### src/rtl/traffic_pkg.sv
// Shared definitions for the intersection phase controller.
//   phase_e : phase codes as seen on the phase output
//   RED/YEL/GRN/OFF : {R,Y,G} lamp encodings
package traffic_pkg;

   typedef enum logic [2:0] {
      NS_G  = 3'd0,
      NS_Y  = 3'd1,
      AR1   = 3'd2,
      EW_G  = 3'd3,
      EW_Y  = 3'd4,
      AR2   = 3'd5,
      FLASH = 3'd6
   } phase_e;

   localparam logic [2:0] RED = 3'b100;
   localparam logic [2:0] YEL = 3'b010;
   localparam logic [2:0] GRN = 3'b001;
   localparam logic [2:0] OFF = 3'b000;

endpackage

### src/rtl/traffic_phase_ctrl_timer.sv
// Loadable down-counter advanced by a tick enable; saturates at zero.
//   load/load_val : synchronous load, has priority over counting
//   tick_en       : decrement by one when count is non-zero
//   count / last  : current value, and count==1 flag
module phase_timer #(
   parameter int               CNT_W   = 5,
   parameter logic [CNT_W-1:0] RST_VAL = '0
) (
   input  logic             clk,
   input  logic             rst,
   input  logic             load,
   input  logic [CNT_W-1:0] load_val,
   input  logic             tick_en,
   output logic [CNT_W-1:0] count,
   output logic             last
);

   logic [CNT_W-1:0] count_q, count_d;

   always_comb begin
      count_d = count_q;
      if (load) begin
         count_d = load_val;
      end else if (tick_en && count_q != '0) begin
         count_d = count_q - CNT_W'(1);
      end
   end

   always_ff @(posedge clk or negedge rst) begin
      if (!rst) count_q <= RST_VAL;
      else      count_q <= count_d;
   end

   assign count = count_q;
   assign last  = (count_q == CNT_W'(1));

endmodule

### src/rtl/traffic_phase_ctrl.sv
// Two-road intersection sequencer driven by a 1 s tick.
//   clk, rst (async, active-low), tick_1s, en
//   ped_req_ns/ew : pedestrian requests, latched until the matching green
//   night_mode    : flashing-yellow operation, entered at all-red expiry
//   lights_ns/ew, ped_walk_ns/ew, remaining, phase : registered outputs
//
// state | meaning
// NS_G  | NS green, EW red; NS walk window at start
// NS_Y  | NS yellow
// AR1   | all red before EW green (or NS green after FLASH)
// EW_G  | EW green, NS red; EW walk window at start
// EW_Y  | EW yellow
// AR2   | all red before NS green; reset state
// FLASH | night mode, both directions flash yellow
module traffic_phase_ctrl
   import traffic_pkg::*;
#(
   parameter int T_GREEN  = 10,
   parameter int T_YELLOW = 3,
   parameter int T_ALLRED = 2,
   parameter int T_PED    = 8,
   parameter int CNT_W    = 5
) (
   input  logic             clk,
   input  logic             rst,
   input  logic             tick_1s,
   input  logic             en,
   input  logic             ped_req_ns,
   input  logic             ped_req_ew,
   input  logic             night_mode,
   output logic [2:0]       lights_ns,
   output logic [2:0]       lights_ew,
   output logic             ped_walk_ns,
   output logic             ped_walk_ew,
   output logic [CNT_W-1:0] remaining,
   output logic [2:0]       phase
);

   function automatic logic [CNT_W-1:0] dur(input phase_e p);
      case (p)
         NS_G, EW_G: return CNT_W'(T_GREEN);
         NS_Y, EW_Y: return CNT_W'(T_YELLOW);
         AR1, AR2:   return CNT_W'(T_ALLRED);
         default:    return '0;
      endcase
   endfunction

   phase_e           phase_q, phase_d;
   logic             flash_q, flash_d;
   logic             after_flash_q, after_flash_d;
   logic             latch_ns_q, latch_ns_d, latch_ew_q, latch_ew_d;
   logic             walk_ns_q, walk_ns_d, walk_ew_q, walk_ew_d;
   logic [2:0]       lights_ns_q, lights_ns_d, lights_ew_q, lights_ew_d;

   logic             adv;
   logic             ph_load, ph_last;
   logic [CNT_W-1:0] ph_load_val, ph_cnt;
   logic             wk_last;
   logic [CNT_W-1:0] wk_cnt;
   logic             enter_ns, enter_ew, walk_hold;

   assign adv = tick_1s & en;

   phase_timer #(.CNT_W(CNT_W), .RST_VAL(CNT_W'(T_ALLRED))) u_phase_tmr (
      .clk(clk), .rst(rst), .load(ph_load), .load_val(ph_load_val),
      .tick_en(adv), .count(ph_cnt), .last(ph_last)
   );

   // One walk timer serves both crossings: only one green exists at a time.
   phase_timer #(.CNT_W(CNT_W), .RST_VAL('0)) u_walk_tmr (
      .clk(clk), .rst(rst), .load(enter_ns | enter_ew), .load_val(CNT_W'(T_PED)),
      .tick_en(adv), .count(wk_cnt), .last(wk_last)
   );

   always_comb begin
      phase_d       = phase_q;
      flash_d       = flash_q;
      after_flash_d = after_flash_q;
      ph_load       = 1'b0;
      ph_load_val   = '0;
      if (adv) begin
         if (phase_q == FLASH) begin
            if (night_mode) begin
               flash_d = ~flash_q;
            end else begin
               phase_d       = AR1;
               flash_d       = 1'b0;
               after_flash_d = 1'b1;
               ph_load       = 1'b1;
               ph_load_val   = dur(AR1);
            end
         end else if (ph_last) begin
            ph_load = 1'b1;
            unique case (phase_q)
               NS_G: phase_d = NS_Y;
               NS_Y: phase_d = AR1;
               AR1: begin
                  // Leaving FLASH resumes with NS green rather than EW.
                  phase_d       = after_flash_q ? NS_G : EW_G;
                  after_flash_d = 1'b0;
               end
               EW_G: phase_d = EW_Y;
               EW_Y: phase_d = AR2;
               AR2:  phase_d = NS_G;
               default: phase_d = AR2;
            endcase
            if ((phase_q == AR1 || phase_q == AR2) && night_mode) begin
               phase_d = FLASH;
               flash_d = 1'b1;
            end
            ph_load_val = dur(phase_d);
         end
      end
   end

   always_comb begin
      enter_ns  = (phase_d == NS_G) && (phase_q != NS_G);
      enter_ew  = (phase_d == EW_G) && (phase_q != EW_G);
      walk_hold = (wk_cnt != '0) && !(adv && wk_last);

      latch_ns_d = enter_ns ? 1'b0 : (latch_ns_q | ped_req_ns);
      latch_ew_d = enter_ew ? 1'b0 : (latch_ew_q | ped_req_ew);

      walk_ns_d = 1'b0;
      if (enter_ns)              walk_ns_d = latch_ns_q | ped_req_ns;
      else if (phase_d == NS_G)  walk_ns_d = walk_ns_q & walk_hold;

      walk_ew_d = 1'b0;
      if (enter_ew)              walk_ew_d = latch_ew_q | ped_req_ew;
      else if (phase_d == EW_G)  walk_ew_d = walk_ew_q & walk_hold;

      lights_ns_d = RED;
      lights_ew_d = RED;
      case (phase_d)
         NS_G:  lights_ns_d = GRN;
         NS_Y:  lights_ns_d = YEL;
         EW_G:  lights_ew_d = GRN;
         EW_Y:  lights_ew_d = YEL;
         FLASH: begin
            lights_ns_d = flash_d ? YEL : OFF;
            lights_ew_d = flash_d ? YEL : OFF;
         end
         default: ;
      endcase
   end

   always_ff @(posedge clk or negedge rst) begin
      if (!rst) begin
         phase_q       <= AR2;
         flash_q       <= 1'b0;
         after_flash_q <= 1'b0;
         latch_ns_q    <= 1'b0;
         latch_ew_q    <= 1'b0;
         walk_ns_q     <= 1'b0;
         walk_ew_q     <= 1'b0;
         lights_ns_q   <= RED;
         lights_ew_q   <= RED;
      end else begin
         phase_q       <= phase_d;
         flash_q       <= flash_d;
         after_flash_q <= after_flash_d;
         latch_ns_q    <= latch_ns_d;
         latch_ew_q    <= latch_ew_d;
         walk_ns_q     <= walk_ns_d;
         walk_ew_q     <= walk_ew_d;
         lights_ns_q   <= lights_ns_d;
         lights_ew_q   <= lights_ew_d;
      end
   end

   assign lights_ns   = lights_ns_q;
   assign lights_ew   = lights_ew_q;
   assign ped_walk_ns = walk_ns_q;
   assign ped_walk_ew = walk_ew_q;
   assign remaining   = ph_cnt;
   assign phase       = phase_q;

   a_no_conflict: assert property (@(posedge clk) disable iff (!rst)
      (phase_q != FLASH) |-> (lights_ns_q == RED || lights_ew_q == RED));

endmodule

### config.mk
export PLATFORM = sky130hd
export DESIGN_NAME = traffic_phase_ctrl
export DESIGN_NICKNAME = d
export VERILOG_FILES = /design/src/rtl/traffic_pkg.sv /design/src/rtl/traffic_phase_ctrl_timer.sv /design/src/rtl/traffic_phase_ctrl.sv
export SDC_FILE = /design/constraint.sdc
export NUM_CORES = 1
export LEC_CHECK = 0
export CORE_ASPECT_RATIO = 1.25
export CORE_MARGIN = 3
export CORE_UTILIZATION = 45
export DETAILED_ROUTE_END_ITERATION = 8
export PLACE_DENSITY = 0.69
export SLEW_MARGIN = 40
export SYNTH_ARGS = -nofsm -noshare
export SYNTH_HDL_FRONTEND = slang
export SYNTH_SLANG_ARGS = --single-unit
### constraint.sdc
create_clock -name clk -period 3.6 [get_ports clk]
set_clock_uncertainty 0.2 [all_clocks]
set_input_delay 1.08 -clock clk [delete_from_list [all_inputs] [get_ports clk]]
set_output_delay 1.08 -clock clk [all_outputs]
set_load 0.01 [all_outputs]
Word level (Yosys, flattened, before mapping)
Cells that the tools add are included.
{ "totals": {"ff_bits": 25, "inputBits": 7, "out_inout_bits": 16, "word_cells": 102} }
{ "classes": {"n_addsub": 2, "n_eq_ne": 18, "mux": 41, "n_bitwise": 7, "reduce_logical": 23} }
{ "ops": {"columns": ["cell", "count"], "rows": [
  ["$mux 5", 6],
  ["$mux 3", 8],
  ["$mux 1", 19],
  ["$eq 3x3->1 const B", 6],
  ["$pmux 3 s3", 2],
  ["$eq 3x2->1 const B", 5],
  ["$pmux 3 s5", 1],
  ["$pmux 4 s3", 1],
  ["$eq 5x1->1 const B", 2],
  ["$reduce_bool 5->1", 2],
  ["$sub 5x1->5 const B", 2],
  ["$eq 3x1->1 const B", 3],
  ["$logic_not 3->1", 3],
  ["$reduce_bool 2->1", 4],
  ["$logic_and 1x1->1", 7],
  ["$mux 2", 3],
  ["$reduce_or 2->1", 3],
  ["$mux 4", 1],
  ["$reduce_and 4->1", 1],
  ["$and 1x1->1", 3],
  ["$ne 3x2->1 const B", 1],
  ["$or 1x1->1", 3],
  ["$reduce_bool 3->1", 1],
  ["$ne 2x2->1 const B", 1],
  ["other kinds (3)", 3]
]} }

Depth between registers and ports, before layout
Gate-level depths: netlist (run 1).
{ "depth": {"word_depth": 14, "ltp_mapped": 8, "depth_no_buf": 8} }

Hierarchy
From an unflattened synthesis (run 1), not the netlist that was laid out.
{ "hier_totals": {"cells_unflattened": 164, "area_unflattened_um2": 1551.5} }
{ "modules_own_cells": {"columns": ["module", "n_inst", "cells_per_inst", "area_per_inst_um2", "seq_area_each_um2"], "rows": [
  ["traffic_phase_ctrl", 1, 94, 882.1, 380.4],
  ["phase_timer (u_phase_tmr)", 1, 35, 335.3, 126.4],
  ["phase_timer (u_walk_tmr)", 1, 35, 334.1, 125.1]
]} }

Least setup slack after synthesis (run 1)
No wires, ideal clock.
{ "synth_timing": {"kind": "input -> register", "start": "input night_mode", "end": "register lights_ns_q[1] (netlist: lights_ns[1])", "setup_ns": 0.095, "t_arrival_ns": 2.191, "required_time_ns": 3.305, "slack_ns": 1.114, "stages": 6, "n_path_buf": 1, "path_cell_list": "clkbuf_1 -> nand2b_1 -> a41oi_1 -> a31oi_4 -> or3_1 -> o31ai_1"} }
{ "synth_between": {"elab_chain_len": 10, "word_cells_on_any_way": 19, "classes_between": "eq/ne (2); mux (15); reduce/logical (2)"} }
{ "synth_rtl": {"columns": ["item", "line_no", "source"], "rows": [
  ["from (decl)", "traffic_phase_ctrl.sv:30", "input logic night_mode,"],
  ["$logic_and 1x1->1", "traffic_phase_ctrl.sv:107", "if ((phase_q == AR1 || phase_q == AR2) && night_mode) begin"],
  ["$mux 3", "traffic_phase_ctrl.sv:107", null],
  ["$mux 3", "traffic_phase_ctrl.sv:92", "end else if (ph_last) begin"],
  ["$mux 3", "traffic_phase_ctrl.sv:82", "if (phase_q == FLASH) begin"],
  ["$mux 3", "traffic_phase_ctrl.sv:81", "if (adv) begin"],
  ["$mux 3", "traffic_phase_ctrl.sv:92", null],
  ["$mux 3 *", "traffic_phase_ctrl.sv:82", null],
  ["$mux 3 *", "traffic_phase_ctrl.sv:81", null],
  ["named net phase_d[1]", "traffic_phase_ctrl.sv:48", "phase_e phase_q, phase_d;"],
  ["$eq 3x3->1, or another cell as far along", "traffic_phase_ctrl.sv:134", "case (phase_d)"],
  ["$pmux 3 s3 *", "traffic_phase_ctrl.sv:134", null],
  ["named net lights_ns_d[1]", "traffic_phase_ctrl.sv:53", "logic [2:0] lights_ns_q, lights_ns_d, lights_ew_q, lights_ew_d;"],
  ["to (signal assigned)", "traffic_phase_ctrl.sv:166", "lights_ns_q <= lights_ns_d;"],
  ["to (decl)", "traffic_phase_ctrl.sv:53", null]
]} }
Mark *: on every way through the listed nets, which the timed path passes. The rest lies on a longest branch. The select of a mux whose other input is x is not followed.
A chain may end at the register's enable or synchronous reset.

Worst setup path in the final report (run 1)
{ "layout_timing": {"start": "register phase_q[2] (netlist: phase[2])", "end": "output phase[2]"} }
{ "layout_lines": {"columns": ["item", "line_no", "source"], "rows": [
  ["from (decl)", "traffic_phase_ctrl.sv:48", null],
  ["from (signal assigned)", "traffic_phase_ctrl.sv:159", "phase_q <= phase_d;"],
  ["to (decl)", "traffic_phase_ctrl.sv:36", "output logic [2:0] phase"]
]} }
No word-level cell between the ends.

==> results.ini, run 1 <==
[outcome]
status=finished clean

[cells_and_area]
area_delta_synth_final_pct=19.9
drive_above_1_share=0.120
fin_area_um2=1690
n_antenna_cell=0
utilization=0.567
final_nets=181
nFillCells=278

[placed_design]
postPlaceCellArea_um2=1660
pre_cts_ws_ns=0.551
io_buffers=22
post-dp-hpwl_mm=2.07
gp_congestion=0.809

[global_route]
grt_pass1_vias=1163
antenna_found_initial=0
grt_first_pass_wirelength_mm=5.10
grt_usage=0.166
grt_max_degree=26
gr-total-overflow=0

[clock_network]
cts.htree.levels=1
cts_root_buf=clkbuf_4
post_cts_resized=0
ctsHoldBuffers=0
cts_tree=done
clk_latency_ns=0.31
clock-sinks=25
numCtsBuffers=3
post_cts.repair.setup_buffers=0
cts.clk_slew.worst_paths_ns=0.13
cts_buffer_depth=2

[critical_path]
startpoint_type=flip-flop
worstSetupPathType=reg2out
required_ns=2.32
slowest_delay_ns=0.70
cpMaxStageDelayCell=dfstp_2
endpoint_kind=output port
critPathBufInv=1
worstPathCellList=clkdlybuf4s50_1
crit_family=flip-flops
crit_fanout=13
arrival_ns=1.58

[timing]
rsz0062_at_grt=false
post-route-period-util=0.796
maxSlewViolCount=0
fin_ws_ns=0.736
tightest_slew_ns=0.491
post-route-min-period_ns=2.86
hold_slack_ns=0.318
slew_headroom=0.670
final-hold-violation-count=0
max_freq_ghz=0.349
setup_violations=0
setup-tns-final_ns=0

[power]
switchingPower_mw=0.514
power_density_nw_per_um2=767
p_comb_frac=0.480
p_leak_nw=0.712
ir_drop_v=0.000440
intPower_mw=0.778
p_sw_frac=0.398
power_frac_clock=0.094
pwr-share-seq=0.426

[yosys]
synthesis.area_um2=1410
ys_seq_area_frac=0.450
ys_ff_latch=25
syn-num-nets=158
ys_warn_count=0
syn_area_per_cell_um2=9.69
synth_area_leaders=dfrtp_1 (36%), dfstp_2 (9.3%), ha_1 (5.3%), nor2_1 (5.3%), a21oi_1 (3.2%)
postSynthCellCount=145
synth.distinct_cells=42
yosys_most_used_dff=dfrtp_1
yosysTopAreaCellShare=0.356
synth_edf_count=0
synth_top_cell_by_area=dfrtp_1
synthArstFlopShare=1.00

[worst_hold_path]
hold_path_class=reg2reg

[die]
row_count=22
dieArea_um2=3830
fp.dieW_um=56.0
initial_core_util=0.473
core_um2=2970
die_h_um=68.5
ioPinCount=23

[job]
maxCapViolations=0

[drt]
ant_nets=0
wirelength_mm=2.80
vias=1100
drt-vias-per-instance=5.42
first_iter_violations=41
post_drt_wl_per_cell_um=13.8
drtPass1Iterations=4
route.detailed.drc=0

==> metrics by stage <==
| stage | instances | total power [mW] |
|---|---|---|
| after global placement | 199 | 1.16 |
| after floorplan | 145 | 0.940 |
| after CTS | 203 | 1.31 |
| after detailed placement | 199 | 1.18 |
| after global routing | 203 | 1.41 |
| final | 203 | 1.29 |
==> worst paths after layout <==
kind	startpoint	to	slack, ns	cells after the start
setup / recovery	phase[2]$_DFF_PN1_	phase[2]	0.74	1
hold / removal	latch_ns_q$_DFF_PN0_	latch_ns_q$_DFF_PN0_	0.32	2
setup reg to reg	u_phase_tmr.count[1]$_DFFE_PN1P_	u_phase_tmr.count[1]$_DFFE_PN1P_	1.31	6
hold reg to reg	latch_ns_q$_DFF_PN0_	latch_ns_q$_DFF_PN0_	0.32	2
max in group asynchronous	rst	phase[2]$_DFF_PN1_	1.99	2
min in group asynchronous	rst	u_phase_tmr.count[0]$_DFFE_PN0P_	0.92	2
==> flip-flops by register name (all words and copies together) (netlist names), 3 cells and up <==
name / count
lights_ew: 3
u_walk_tmr.count: 5
lights_ns: 3
phase: 3
u_phase_tmr.count: 5
==> power groups by stage <==
stage / registers (mW) / clock network, mW / logic (mW)
6_report: 0.551 / 0.122 / 0.620
5_1_grt: 0.574 / 0.141 / 0.699
4_1_cts: 0.553 / 0.127 / 0.630
3_5_place_dp: 0.557 / 0 / 0.625
3_3_place_gp: 0.552 / 0 / 0.609
2_1_floorplan: 0.538 / 0 / 0.402
==> placed cells by master (no fill, tap or decap), types with 2 or more instances in the layout <==
cell and count:
clkdlybuf4s50_1 22, nor2_1 20, dfrtp_1 20, nand2_1 10
a21oi_1 9, inv_1 7, nor3_1 6, ha_1 6
xor2_1 5, dfstp_2 5, and2_1 4, o31ai_1 4
nor2b_1 3, mux2i_1 3, nand2b_1 3, nand3_1 3
o21ai_0 3, clkbuf_4 3, nand3b_1 2, a21o_1 2
a31oi_1 2, nor4_1 2, buf_4 2
==> kinds of logic (layout without fill, tap and decap cells) <==
logic type	Yosys count	in the layout	synth area share
simple gates	60	60	0.238
compound gates	30	30	0.152
flops	25	25	0.450
buf+inv	14	36	0.0401
fa+ha+maj	6	6	0.0534
xor+xnor	6	6	0.0374
mux	4	4	0.0294
==> area by class of cell <==
class	count	area, um^2	share of cell area
sequential	25	632	0.375
multi-input combinational	106	717	0.425
timing repair buffer	24	235	0.140
clock buffer	4	26.3	0.0156
inverter	8	30.0	0.0178
tap	36	45.0	0.0267
==> per-layer routing <==
| metal | GRT usage | part of all wire | wire, um |
|---|---|---|---|
| met5 | 0 | 0 | 0 |
| met4 | 0.0653 | 0.0068 | 19 |
| met3 | 0.0245 | 0.040 | 112 |
| met2 | 0.284 | 0.52 | 1450 |
| met1 | 0.214 | 0.43 | 1210 |
==> cells in the mapped netlist, types with 4 or more instances <==
library cell and count:
and2_1 4, dfstp_2 5, dfrtp_1 20, inv_1 7
ha_1 6, nand2_1 10, nor2_1 20, xor2_1 5
a21oi_1 9, nor3_1 6, o31ai_1 4
(Power assumes the default switching activity.)
==> run 2, diff against run 1 <==
Settings changed: PLACE_DENSITY 0.69 to 0.72.
Clock period 3.6 ns to 2.43 ns, I/O delays scaled along.
==> run 2 against run 1 <==
Against the previous run: count of clock-buffer cells in the layout shrank 1; cell area grew 8.2%; sequential share of layout area shrank 2.8 points; critical path depth is the same; sequential power grew 36%; largest power group unchanged; highest routed layer unchanged.
==> results.ini, run 2 (synthesized netlist as in run 1, its figures left out) <==
[placed_design]
pre_cts_ws_ns=-0.138
gp_congestion=0.876
post-dp-hpwl_mm=2.35
postPlaceCellArea_um2=1790
io_buffers=22

[clock_network]
post_cts.repair.setup_buffers=0
cts_root_buf=clkbuf_4
numCtsBuffers=3
cts.clk_slew.worst_paths_ns=0.14
clock-sinks=25
cts.htree.levels=1
cts_tree=done
cts_buffer_depth=2
clk_latency_ns=0.32
post_cts_resized=0
ctsHoldBuffers=0

[global_route]
grt_max_degree=26
grt_pass1_vias=1208
grt_usage=0.179
grt_first_pass_wirelength_mm=5.36
antenna_found_initial=0
gr-total-overflow=0

[critical_path]
slowest_delay_ns=0.57
worstSetupPathType=reg2out
endpoint_kind=output port
critPathBufInv=1
crit_family=flip-flops
required_ns=1.50
startpoint=u_phase_tmr.count[1]$_DFFE_PN1P_
timing.rr.start=u_phase_tmr.count[1]$_DFFE_PN1P_
worstPathCellList=clkdlybuf4s50_1
arrival_ns=1.42
startpoint_type=flip-flop
cpMaxStageDelayCell=dfstp_2
crit_fanout=4

[outcome]
status=finished clean

[cells_and_area]
area_delta_synth_final_pct=29.7
layout_commonest_cell=clkdlybuf4s50_1
final_nets=199
final_cell_mix=clkdlybuf4s50_1 (22), nor2_1 (20), buf_4 (20)
fin_area_um2=1820
drive_above_1_share=0.216
n_antenna_cell=0

[timing]
hold_slack_ns=0.317
setup-tns-final_ns=0
post-route-period-util=0.967
post-route-min-period_ns=2.35
fin_ws_ns=0.0803
final-hold-violation-count=0
max_freq_ghz=0.426
rsz0062_at_grt=false
maxSlewViolCount=0
tightest_slew_ns=0.359
setup_violations=0
slew_headroom=0.760

[drt]
drt-vias-per-instance=5.40
post_drt_wl_per_cell_um=13.8
first_iter_violations=39
drtPass1Iterations=4
wirelength_mm=3.05
vias=1193
route.detailed.drc=0
ant_nets=0

[die]
dieArea_um2=3830
initial_core_util=0.473
core_um2=2970
fp.dieW_um=56.0
ioPinCount=23
die_h_um=68.5
row_count=22

[power]
p_leak_nw=0.804
ir_drop_v=0.000700
power_density_nw_per_um2=1130

[job]
maxCapViolations=0

[worst_hold_path]
hold_path_class=reg2reg
hold_start=latch_ns_q$_DFF_PN0_

## run 2: changes by cell type in the layout (fill, tap and decap cells not counted), sizes merged
| cell | previous run | this run |
|---|---|---|
| clkbuf | 4 | 3 |
| buf | 2 | 20 |
| clkinv | 0 | 1 |
## run 2: final timing paths
| kind | cells after the start | endpoint | slack [ns] |
|---|---|---|---|
| setup reg to reg | 8 | lights_ns[1]$_DFF_PN0_ | 0.19 |
| min in group asynchronous | 2 | u_phase_tmr.count[4]$_DFFE_PN0P_ | 0.54 |
| hold / removal | 2 | latch_ns_q$_DFF_PN0_ | 0.32 |
| max in group asynchronous | 2 | phase[2]$_DFF_PN1_ | 1.19 |
| setup / recovery | 1 | remaining[1] | 0.08 |
| hold reg to reg | 2 | latch_ns_q$_DFF_PN0_ | 0.32 |
## run 2: report_power, final
group	switching, mW	internal, mW	leakage (nW)	total [mW]
clock network	0.123	0.0617	0.0177	0.185
logic	0.548	0.573	0.486	1.12
registers	0.136	0.612	0.301	0.748
## run 2: metrics by stage
step,utilization,power (mW),std cells
final,0.613,2.05,221
after global routing,0.613,2.22,221
after CTS,0.613,2.08,221
after detailed placement,0.604,1.88,217
after global placement,0.604,1.83,217
after floorplan,-,1.39,145
## run 2: cell type report
| class | count | area (um^2) |
|---|---|---|
| Timing Repair Buffer | 42 | 370 |
| Inverter | 8 | 30.0 |
| Clock inverter | 1 | 5.00 |
| Clock buffer | 3 | 22.5 |
| Tap cell | 36 | 45.0 |
| Multi-Input combinational cell | 106 | 717 |
| Sequential cell | 25 | 633 |
| Fill cell | 261 | 1150 |
## run 2: tightest hold or removal path: cells and delay by family (launching register included)
kind,cells,cell delay (ns)
DFF,1,0.35
and+or+nand+nor,2,0.13
## run 2: layer usage
layer | wire [um] | global-route usage
met2 | 1660 | 0.360
met1 | 1250 | 0.192
met4 | 41 | 0.0623
met3 | 95 | 0.0208
met5 | 0 | 0
==> run 3, diff against run 2 <==
Settings changed: CAP_MARGIN from default to 0, SKIP_CTS_REPAIR_TIMING from default to 1.
==> results of run 3 <==
Same layout as run 2: the final DEF is identical, and so are final timing and power.
